File: src/rtl/aes_gf_pkg.sv
// Shared GF(2^8) helpers and FSM state type for the AES inverse MixColumns engine.
// Constant multiplies are built purely from chained xtime steps.
package aes_gf_pkg;

  typedef enum logic [1:0] {
    ST_IDLE = 2'd0,
    ST_CALC = 2'd1,
    ST_DONE = 2'd2
  } state_t;

  localparam logic [7:0] GF_POLY = 8'h1B;

  // Inverse MixColumns row coefficients, in rotation order Ai, Ai+1, Ai+2, Ai+3.
  localparam logic [3:0] INV_K0 = 4'hE;
  localparam logic [3:0] INV_K1 = 4'hB;
  localparam logic [3:0] INV_K2 = 4'hD;
  localparam logic [3:0] INV_K3 = 4'h9;

  function automatic logic [7:0] xtime(input logic [7:0] a);
    logic [7:0] shifted;
    shifted = {a[6:0], 1'b0};
    return a[7] ? (shifted ^ GF_POLY) : shifted;
  endfunction

  // Multiply by a 4-bit constant: accumulate a, 2a, 4a, 8a selected by the bits of k.
  function automatic logic [7:0] gf_mul(input logic [7:0] a, input logic [3:0] k);
    logic [7:0] pow;
    logic [7:0] acc;
    pow = a;
    acc = 8'h00;
    for (int i = 0; i < 4; i++) begin
      if (k[i]) acc = acc ^ pow;
      pow = xtime(pow);
    end
    return acc;
  endfunction

endpackage

File: src/rtl/inv_mix_byte.sv
// One output byte of inverse MixColumns; inputs arrive already rotated so that
// a0 is the byte in the same lane as the result.
module inv_mix_byte
  import aes_gf_pkg::*;
(
  input  logic [7:0] a0,
  input  logic [7:0] a1,
  input  logic [7:0] a2,
  input  logic [7:0] a3,
  output logic [7:0] b
);

  logic [7:0] term [4];

  assign term[0] = gf_mul(a0, INV_K0);
  assign term[1] = gf_mul(a1, INV_K1);
  assign term[2] = gf_mul(a2, INV_K2);
  assign term[3] = gf_mul(a3, INV_K3);

  assign b = term[0] ^ term[1] ^ term[2] ^ term[3];

endmodule

File: src/rtl/inv_mix_column_seq.sv
// Sequential AES inverse MixColumns: one column in, one byte per cycle through a
// single shared byte datapath, result held in DONE until the downstream takes it.
module inv_mix_column_seq
  import aes_gf_pkg::*;
(
  input  logic        clk,
  input  logic        rst_n,
  input  logic        in_valid,
  output logic        in_ready,
  input  logic [31:0] in_data,
  output logic        out_valid,
  input  logic        out_ready,
  output logic [31:0] out_data
);

  state_t      state_reg;
  state_t      state_next;
  logic [1:0]  cnt_reg;
  logic [31:0] col_reg;
  logic [7:0]  lane_reg [4];
  logic [7:0]  col_byte [4];
  logic [7:0]  rot_byte [4];
  logic [7:0]  byte_out;
  logic        accept;

  // Byte 0 is the most significant lane; rotation by the counter lines up Ai..Ai+3.
  for (genvar gi = 0; gi < 4; gi++) begin : g_bytes
    assign col_byte[gi] = col_reg[31 - 8*gi -: 8];
    assign rot_byte[gi] = col_byte[cnt_reg + 2'(gi)];
  end

  inv_mix_byte u_byte (
    .a0 (rot_byte[0]),
    .a1 (rot_byte[1]),
    .a2 (rot_byte[2]),
    .a3 (rot_byte[3]),
    .b  (byte_out)
  );

  // in_ready is forced low during reset so nothing is accepted on a reset edge.
  assign in_ready  = rst_n && ((state_reg == ST_IDLE) ||
                               (state_reg == ST_DONE && out_ready));
  assign accept    = in_valid && in_ready;
  assign out_valid = (state_reg == ST_DONE);
  assign out_data  = {lane_reg[0], lane_reg[1], lane_reg[2], lane_reg[3]};

  always_comb begin
    state_next = state_reg;
    case (state_reg)
      ST_IDLE: if (in_valid) state_next = ST_CALC;
      ST_CALC: if (cnt_reg == 2'd3) state_next = ST_DONE;
      ST_DONE: if (out_ready) state_next = in_valid ? ST_CALC : ST_IDLE;
      default: state_next = ST_IDLE;
    endcase
  end

  always_ff @(posedge clk) begin
    if (!rst_n) begin
      state_reg <= ST_IDLE;
      cnt_reg   <= 2'd0;
      col_reg   <= 32'h0;
    end else begin
      state_reg <= state_next;
      if (accept) begin
        col_reg <= in_data;
        cnt_reg <= 2'd0;
      end else if (state_reg == ST_CALC) begin
        cnt_reg <= cnt_reg + 2'd1;
      end
    end
  end

  // Each lane loads only on its own CALC cycle, so lanes stay frozen in DONE.
  for (genvar gi = 0; gi < 4; gi++) begin : g_lanes
    always_ff @(posedge clk) begin
      if (!rst_n) begin
        lane_reg[gi] <= 8'h00;
      end else if (state_reg == ST_CALC && cnt_reg == 2'(gi)) begin
        lane_reg[gi] <= byte_out;
      end
    end
  end

endmodule

File: config.mk
export PLATFORM = sky130hd
export DESIGN_NAME = inv_mix_column_seq
export DESIGN_NICKNAME = d
export VERILOG_FILES = /design/src/rtl/aes_gf_pkg.sv /design/src/rtl/inv_mix_byte.sv /design/src/rtl/inv_mix_column_seq.sv
export SDC_FILE = /design/constraint.sdc
export NUM_CORES = 1
export LEC_CHECK = 0
export ABC_AREA = 1
export BUFFER_PORTS_ARGS = -buffer_cell sky130_fd_sc_hd__buf_4
export CORE_MARGIN = 2
export CORE_UTILIZATION = 53
export CTS_BUF_LIST = sky130_fd_sc_hd__clkbuf_16
export DETAILED_ROUTE_END_ITERATION = 16
export PLACE_DENSITY_LB_ADDON = 0.15
export SYNTH_ARGS = -nofsm -noshare
export SYNTH_HDL_FRONTEND = slang
export SYNTH_HIERARCHICAL = 1
export SYNTH_SLANG_ARGS = --single-unit
File: constraint.sdc
create_clock -name clk -period 3.3 [get_ports clk]
set_clock_uncertainty 0.05 [all_clocks]
set_input_delay 0.165 -clock clk [delete_from_list [all_inputs] [get_ports clk]]
set_output_delay 0.165 -clock clk [all_outputs]
set_load 0.01 [all_outputs]
==> summary by stage, run 1 <==
Status
The run finished with clean final reports.

Final layout
0 antenna diodes ended up in the layout. Cells with a size suffix above 1 make up 15.17% of the layout. The commonest non-fill, non-tap cell in the layout is nand2_1. Across the whole layout, storage elements account for 1682 um^2.

The multi-input logic area is 2599 um^2. In the layout the commonest cells are nand2_1 (252), inv_1 (144), buf_4 (84), nor2_1 (69), o21ai_0 (66). Relative to the synthesized area, the layout overhead comes to 18.58%. After filler insertion, the fill cell instance count of the layout stands at 843. The final net count is 872.

The final core utilization is 64.52%.

Place
The last weighted congestion value of the routability-driven placer is 0.9180. The pre-CTS setup slack is 366.6 ps. The count of buffers inserted at the top-level ports is 69. Once detailed placement completed, the half-perimeter wirelength came to 8.940 mm.

Worst setup path
The capturing instance or port of the critical path is lane_reg[0][5]$_SDFFCE_PN0P_. Of all nets on the critical path, the largest fanout is 16. The most critical setup path has its startpoint at cnt_reg[0]$_SDFFE_PP0N_. The path depth of the worst reg2reg path is 16.

The worst setup path is captured at a flop. The worst setup path is of the flop to flop kind. The startpoint identified for the worst register-to-register timing path is cnt_reg[0]$_SDFFE_PP0N_. The data required time of the critical path is 3320 ps.

The endpoint of the most critical register-to-register path is lane_reg[0][5]$_SDFFCE_PN0P_. Data on the critical path arrives at its endpoint at 3000 ps. The flop-to-flop setup slack is 330 ps. The worst setup path is launched from a flop.

Clocking
The number of buffers inserted during clock tree synthesis is 9. The root buffer cell chosen for the clock tree is clkbuf_16. The clock tree from TritonCTS is yes.

The CTS sink count is 68. The clock reaches the later pin of the worst-skew pair after 330 ps. The clock-pin slew on the worst setup and hold paths is 60 ps. After clock tree synthesis, the repair step resized 0 gates. The number of buffers inserted by post-CTS setup repair is 0.

In this run the number of H-tree levels came out at 3. The clock tree buffer depth is 2. The count of hold-fix buffers inserted at cts is 0.

GRT
The number of global-route vias before repair was 4141. The global-route congestion overflow total is 0. The largest net degree at the start of global routing is 68. The first-pass GRT wire length is 19.40 mm.

The global routing usage summed across all routing layers is 24.09%. The number of antenna violations at the first check in global routing is 0.

Floorplanning
The y dimension of the die is 101.2 um. The floorplan step defined a die boundary enclosing 10230 um^2. The number of rows in the core area is 35. The starting utilization of the core area is 54.41%. The die is 101.2 um wide. The number of primary I/O pins is 70. In this run the standard cell core region covers 9196 um^2.

Synthesis
Counting flops with a built-in enable in the synthesized netlist gives 32. The total standard cell area after synthesis is 5004 um^2. The fraction of post-synthesis cell area in the top cell type by area is 19.20%.

The number of nets in the synthesized netlist is 809. The sequential fraction of the synthesis area is 33.61%. After technology mapping, the gate count stands at 769. The number of storage elements in the synthesis netlist is 68. The average cell area after synthesis is 6.507 um^2. By area the synthesized netlist is led by edfxtp_1 (19%), nand2_1 (19%), dfxtp_1 (14%), inv_1 (11%), o21ai_0 (6.6%). The count of warnings emitted by yosys is 6. The cell accounting for the most synthesized area is edfxtp_1. The top flip-flop cell by instance count after synthesis is dfxtp_1.

The number of distinct standard cells referenced by the synthesized netlist is 29. After synthesis, the share of flip-flops with an asynchronous set or reset is 0%.

Routing
The routed design has 11.49 mm of wire. The routed design uses 457 um of met3 wire. In this run the remaining antenna-violating nets after routing total 0. For this block, wires on met1 add up to 5.366 mm. For this block, the via count after detailed routing is 4508. For this run, design rule violations remaining after detail routing come to 0.

For this run, the detailed router's first-pass iteration total came to 4. The detailed router's first-iteration violation count is 178. The length of routed met2 wiring is 5.507 mm. The average detailed-routed wire length per instance is 12.12 um. The via density per instance is 4.755. Routed signal wires occupy layers up through met4.

Flow run
The max-capacitance violation count is 0.

Power and ir drop
Summed over all cells, the static leakage comes to 3.009 nW. Dividing total power by cell area gives a power density of 573.6 nW/um^2. VDD sags by at most 0.2729 mV. The total power after layout is 0.003403 W.

Timing
The worst relative slew slack is 48.60%. The setup TNS after final layout is 0 ps. Setup repair after global routing left no endpoint under its margin. Setup violations remaining at the end of the flow were counted as 0. The max-slew violation count was 0. The final period demand of the worst path is 2974 ps. For this run, the top clock speed supported by timing is 0.3363 GHz. In the post-route analysis, the smallest setup slack over all paths is 326.3 ps.

At the pin with the least slew margin, the transition time is 765.9 ps. The hold violation total from the final report is 0. Of the available clock period, the critical path in the final layout requires 90.11%.

Hold path
The path class of the tightest hold or removal check is primary input to flop.
-- power breakdown --
part           switching, W  internal, W  total [W]
logic              0.000943     0.000534    0.00148
clock network      0.000369     0.000580   0.000950
registers         0.0000258     0.000950   0.000976
total               0.00134      0.00206    0.00340
-- cell families (layout without fill, tap and decap cells) --
group                    Yosys count  in the layout  share of synthesized area, %
AO/OA/AOI/OAI                     70             70                         7.002
XOR/XNOR                          58             58                         11.05
adder cells (fa/ha/maj)            4              4                         1.000
buffers and inverters            185            253                         14.45
flip-flops                        68             68                         33.61
AND/OR/NAND/NOR                  384            384                         32.88
-- layout make-up --
class / count / area share [%]
clock buffers: 9 / 3.796
clock inverters: 7 / 1.139
inverters: 152 / 9.616
multi-input cells: 516 / 43.80
flip-flops and latches: 68 / 28.34
well taps: 111 / 2.341
repair buffers: 85 / 10.97
-- critical path: stages, from the launching register on --
cell and delay, ps:
dfxtp_1 360, inv_1 90, ha_1 300, inv_1 170
o21ai_0 450, inv_2 90, nand2_1 80, nand2_1 90
xor2_1 270, xor2_1 240, inv_1 60, nand2_1 90
nand2_1 60, nand2_1 50, nand2_1 70, inv_1 140
nor2_1 70
-- Yosys cell counts, types with 3 or more instances --
library cell and instances:
xor2_1 26, ha_1 4, edfxtp_1 32, inv_1 144, nand4_1 32, buf_1 7, nand2_1 252, buf_2 14
nand3_1 13, inv_2 8, xnor2_1 26, buf_4 3, nor2_1 69, a21oi_1 3, clkbuf_1 9, dfxtp_1 36
xor2_2 4, nand2_2 6, nand3_4 3, o21ai_0 66
-- metal layers --
layer / global-route usage [%] / vias to the layer above
met3: 4.072 / 14
met2: 40.70 / 88
li1: - / 2442
met1: 32.21 / 1964
met5: 0 / -
met4: 6.237 / 0
-- worst min path at each step --
stage                    from                   endpoint  slack [ps]  cells after the start
floorplan           out_ready  state_reg[1]$_SDFFE_PN0P_         320                      3
global route        out_ready  state_reg[1]$_SDFFE_PN0P_         120                      4
global placement    out_ready  state_reg[1]$_SDFFE_PN0P_         410                      4
detailed placement  out_ready  state_reg[1]$_SDFFE_PN0P_         420                      4
CTS                 out_ready  state_reg[1]$_SDFFE_PN0P_          80                      4
finish              out_ready  state_reg[1]$_SDFFE_PN0P_          80                      4
-- through the flow --
step                      cells  cell area, um^2  hold slack (ps)
after floorplan             769             5004            318.7
after global placement      932             5640            411.8
after detailed placement    932             5640            420.2
after CTS                   948             5933            77.30
after global routing        948             5933            118.6
final                       948             5933            82.41
Note: power is estimated with default switching activity, not from simulation.
==> run 2: changes to the inputs <==
- CELL_PAD_IN_SITES_DETAIL_PLACEMENT: default -> 0
- CELL_PAD_IN_SITES_GLOBAL_PLACEMENT: default -> 1
- CORE_UTILIZATION: 53 -> 37
- SKIP_CTS_REPAIR_TIMING: default -> 1
==> summary by stage, run 2 (synthesized netlist as in run 1, its figures left out) <==
Final layout
The final net count is 876 (+0.46%). The share of layout cells above drive strength 1 came to 15.93% (+0.76 points). The count of antenna diodes in the layout is 0 (unchanged).

The top cell types in the final layout, fill and taps aside, are nand2_1 (252), inv_1 (143), buf_4 (88), nor2_1 (69), o21ai_0 (64). Relative to the synthesized area, the layout overhead comes to 20.76%. The library cell used most frequently in the layout, excluding fill and tap cells, is nand2_1. The number of fillers in the final layout is 1424 (+69%).

Power and ir drop
The leakage dissipation was 3.020 nW (+0.37%). The total power after layout is 0.003388 W (-0.45%). The peak supply drop is 0.2692 mV (-1.4%).

The power density normalized to cell area was 560.7 nW/um^2 (-2.2%).

GRT
The largest net degree at the start of global routing came to 66 (-2.9%). The number of antenna violations at the first check in global routing came to 0 (unchanged). The number of global-route vias before repair is 3916 (-5.4%).

The global-route congestion overflow total is 0 (unchanged). The first-pass GRT wire length is 19.80 mm (+2.1%). The global routing usage summed across all routing layers is 17.78% (-6.3 points).

Timing
The final worst slack was 268.6 ps (-57.72 ps). The part of the cycle the worst path needs is 91.86% (+1.7 points). The worst relative slew slack is 48.26% (-0.34 points). Setup repair after global routing left no endpoint under its margin. The hold violation total from the final report is 0 (unchanged). The max-slew violation count came to 0 (unchanged). The final period demand of the worst path is 3031 ps (+57.71 ps). The setup TNS after final layout is 0 ps (unchanged). The slew at the pin closest to its max-slew limit is 770.9 ps (+4.998 ps). The maximum achievable frequency was 0.3299 GHz (-1.9%).

The number of setup violations in the final report came to 0 (unchanged).

Clocking
The clock tree from TritonCTS is yes. The number of buffers inserted during clock tree synthesis is 9 (unchanged). The clock-pin slew on the worst setup and hold paths is 60 ps (about the same).

The clock latency on the worst-skew pair is 350 ps (+20 ps). The cell at the root of the clock tree is clkbuf_16. The number of H-tree levels is 3 (unchanged). The clock tree buffer depth is 2 (unchanged). The CTS sink count was 68 (unchanged).

Hold path
The path class of the tightest hold or removal check is primary input to flop. The count of cells along the worst hold path is 4 (unchanged).

Worst setup path
The worst setup path is launched from a flop. The cell type of the slowest stage on the worst timing path is o21ai_0. The kind of capture point of the worst setup path is a flop. The path depth of the worst reg2reg path is 17 (+1). The instance count on the critical path came to 17 (+1). The worst path arrival time came to 3070 ps (+70 ps). The critical path is of the flop to flop type.

Walking the worst path, the cells encountered are inv_1 > ha_1 > buf_4 > o21ai_0 > inv_1 > nand2_1 > nand2_2 > inv_2 > nand2_4 > nand2_4 > xor2_1 > or2_1 > nand2_1 > nand2_1 > nand2_1 > inv_1 > nor2_1. The buffering stage count on the worst path with inverters included is 5 (unchanged). The data required time of the critical path is 3340 ps (+20 ps). The delay of the slowest cell on the worst path was 460 ps (about the same). The maximum net fanout on the critical path came to 17 (+1). The cell repeated most along the worst path is nand2_1. Among cell families on the critical path, the largest total delay comes from simple AND/OR/NAND/NOR gates.

Floorplanning
The placeable core area is 13240 um^2 (+44%). The number of primary I/O pins is 70 (unchanged). The horizontal die dimension is 120.3 um (+19%).

The y dimension of the die is 120.3 um (+19%). The overall die area is 14470 um^2 (+41%). The number of rows in the core area is 42 (+20%). The starting utilization of the core area is 37.78% (-17 points).

Flow run
The max-capacitance violation count is 0 (unchanged).

Routing
The number of remaining DRC errors came to 0 (unchanged). The detailed router's first-iteration violation count came to 248 (+39%). The number of optimization iterations in the first detailed-route pass was 5 (+1). The final antenna-violating net count was 0 (unchanged). The routed via count is 4493 (-0.33%). The post-detailed-routing wire length is 12.45 mm (+8.3%). The via density per instance came to 4.418 (-7.1%). The average detailed-routed wire length per instance is 12.24 um (+0.95%).

Status
The run finished with clean final reports.

Place
The last weighted congestion value of the routability-driven placer came to 0.8872 (-3.4%). The pre-CTS setup slack is 218.2 ps (-148.4 ps). The half-perimeter wire length after detailed placement is 9.724 mm (+8.8%). The count of buffers inserted at the top-level ports is 69 (unchanged).
## run 2: cell types whose count changed in the layout (fill, tap and decap cells not counted), sizes merged
cell      delta
buf          +4
clkinv       -3
bufinv       -1
clkinvlp     +2
inv          +2
## run 2: per-layer routing
metal | vias to the layer above | GRT usage [%] | share of wire (%)
met5 | - | 0 | 0
met4 | 0 | 5.523 | 1.4
met3 | 14 | 3.915 | 4.4
met2 | 79 | 29.51 | 47
met1 | 1942 | 23.12 | 47
li1 | 2458 | - | -
## run 2: layout make-up
cell class	count	area [um^2]	share of cell area (%)
multi-input cells	516	2603	43.07
flip-flops and latches	68	1682	27.83
repair buffers	89	680.7	11.27
inverters	152	574.3	9.505
clock buffers	9	225.2	3.727
well taps	176	220.2	3.645
clock inverters	7	57.56	0.9526
## run 2: report_power, final
| part | switching, W | internal (W) |
|---|---|---|
| Clock | 0.000405 | 0.000517 |
| Sequential | 0.0000276 | 0.000950 |
| Combinational | 0.000945 | 0.000543 |
| Total | 0.00138 | 0.00201 |
## run 2: worst min-delay path: cells and delay by family
family,cells,cell delay [ps]
AND/OR/NAND/NOR,1,80
AO/OA/AOI/OAI,1,70
buffers and inverters,2,120
## run 2: final timing paths
| kind | from | to | slack, ps |
|---|---|---|---|
| setup / recovery | cnt_reg[0]$_SDFFE_PP0N_ | lane_reg[0][6]$_SDFFCE_PN0P_ | 270 |
| hold / removal | out_ready | state_reg[1]$_SDFFE_PN0P_ | 80 |
| setup reg to reg | cnt_reg[0]$_SDFFE_PP0N_ | lane_reg[0][6]$_SDFFCE_PN0P_ | 270 |
| hold reg to reg | col_byte[20]$_SDFFE_PN0P_ | col_byte[20]$_SDFFE_PN0P_ | 480 |
## run 2: metrics by stage
stage / cell area (um^2) / hold WS (ps) / util [%] / std cells
after global routing: 6042 / 86.74 / 45.63 / 1017
after global placement: 5752 / 411.2 / 43.43 / 1001
after CTS: 6035 / 69.83 / 45.57 / 1017
final: 6042 / 82.48 / 45.63 / 1017
after detailed placement: 5752 / 440.4 / 43.43 / 1001
after floorplan: 5004 / 318.7 / - / 769
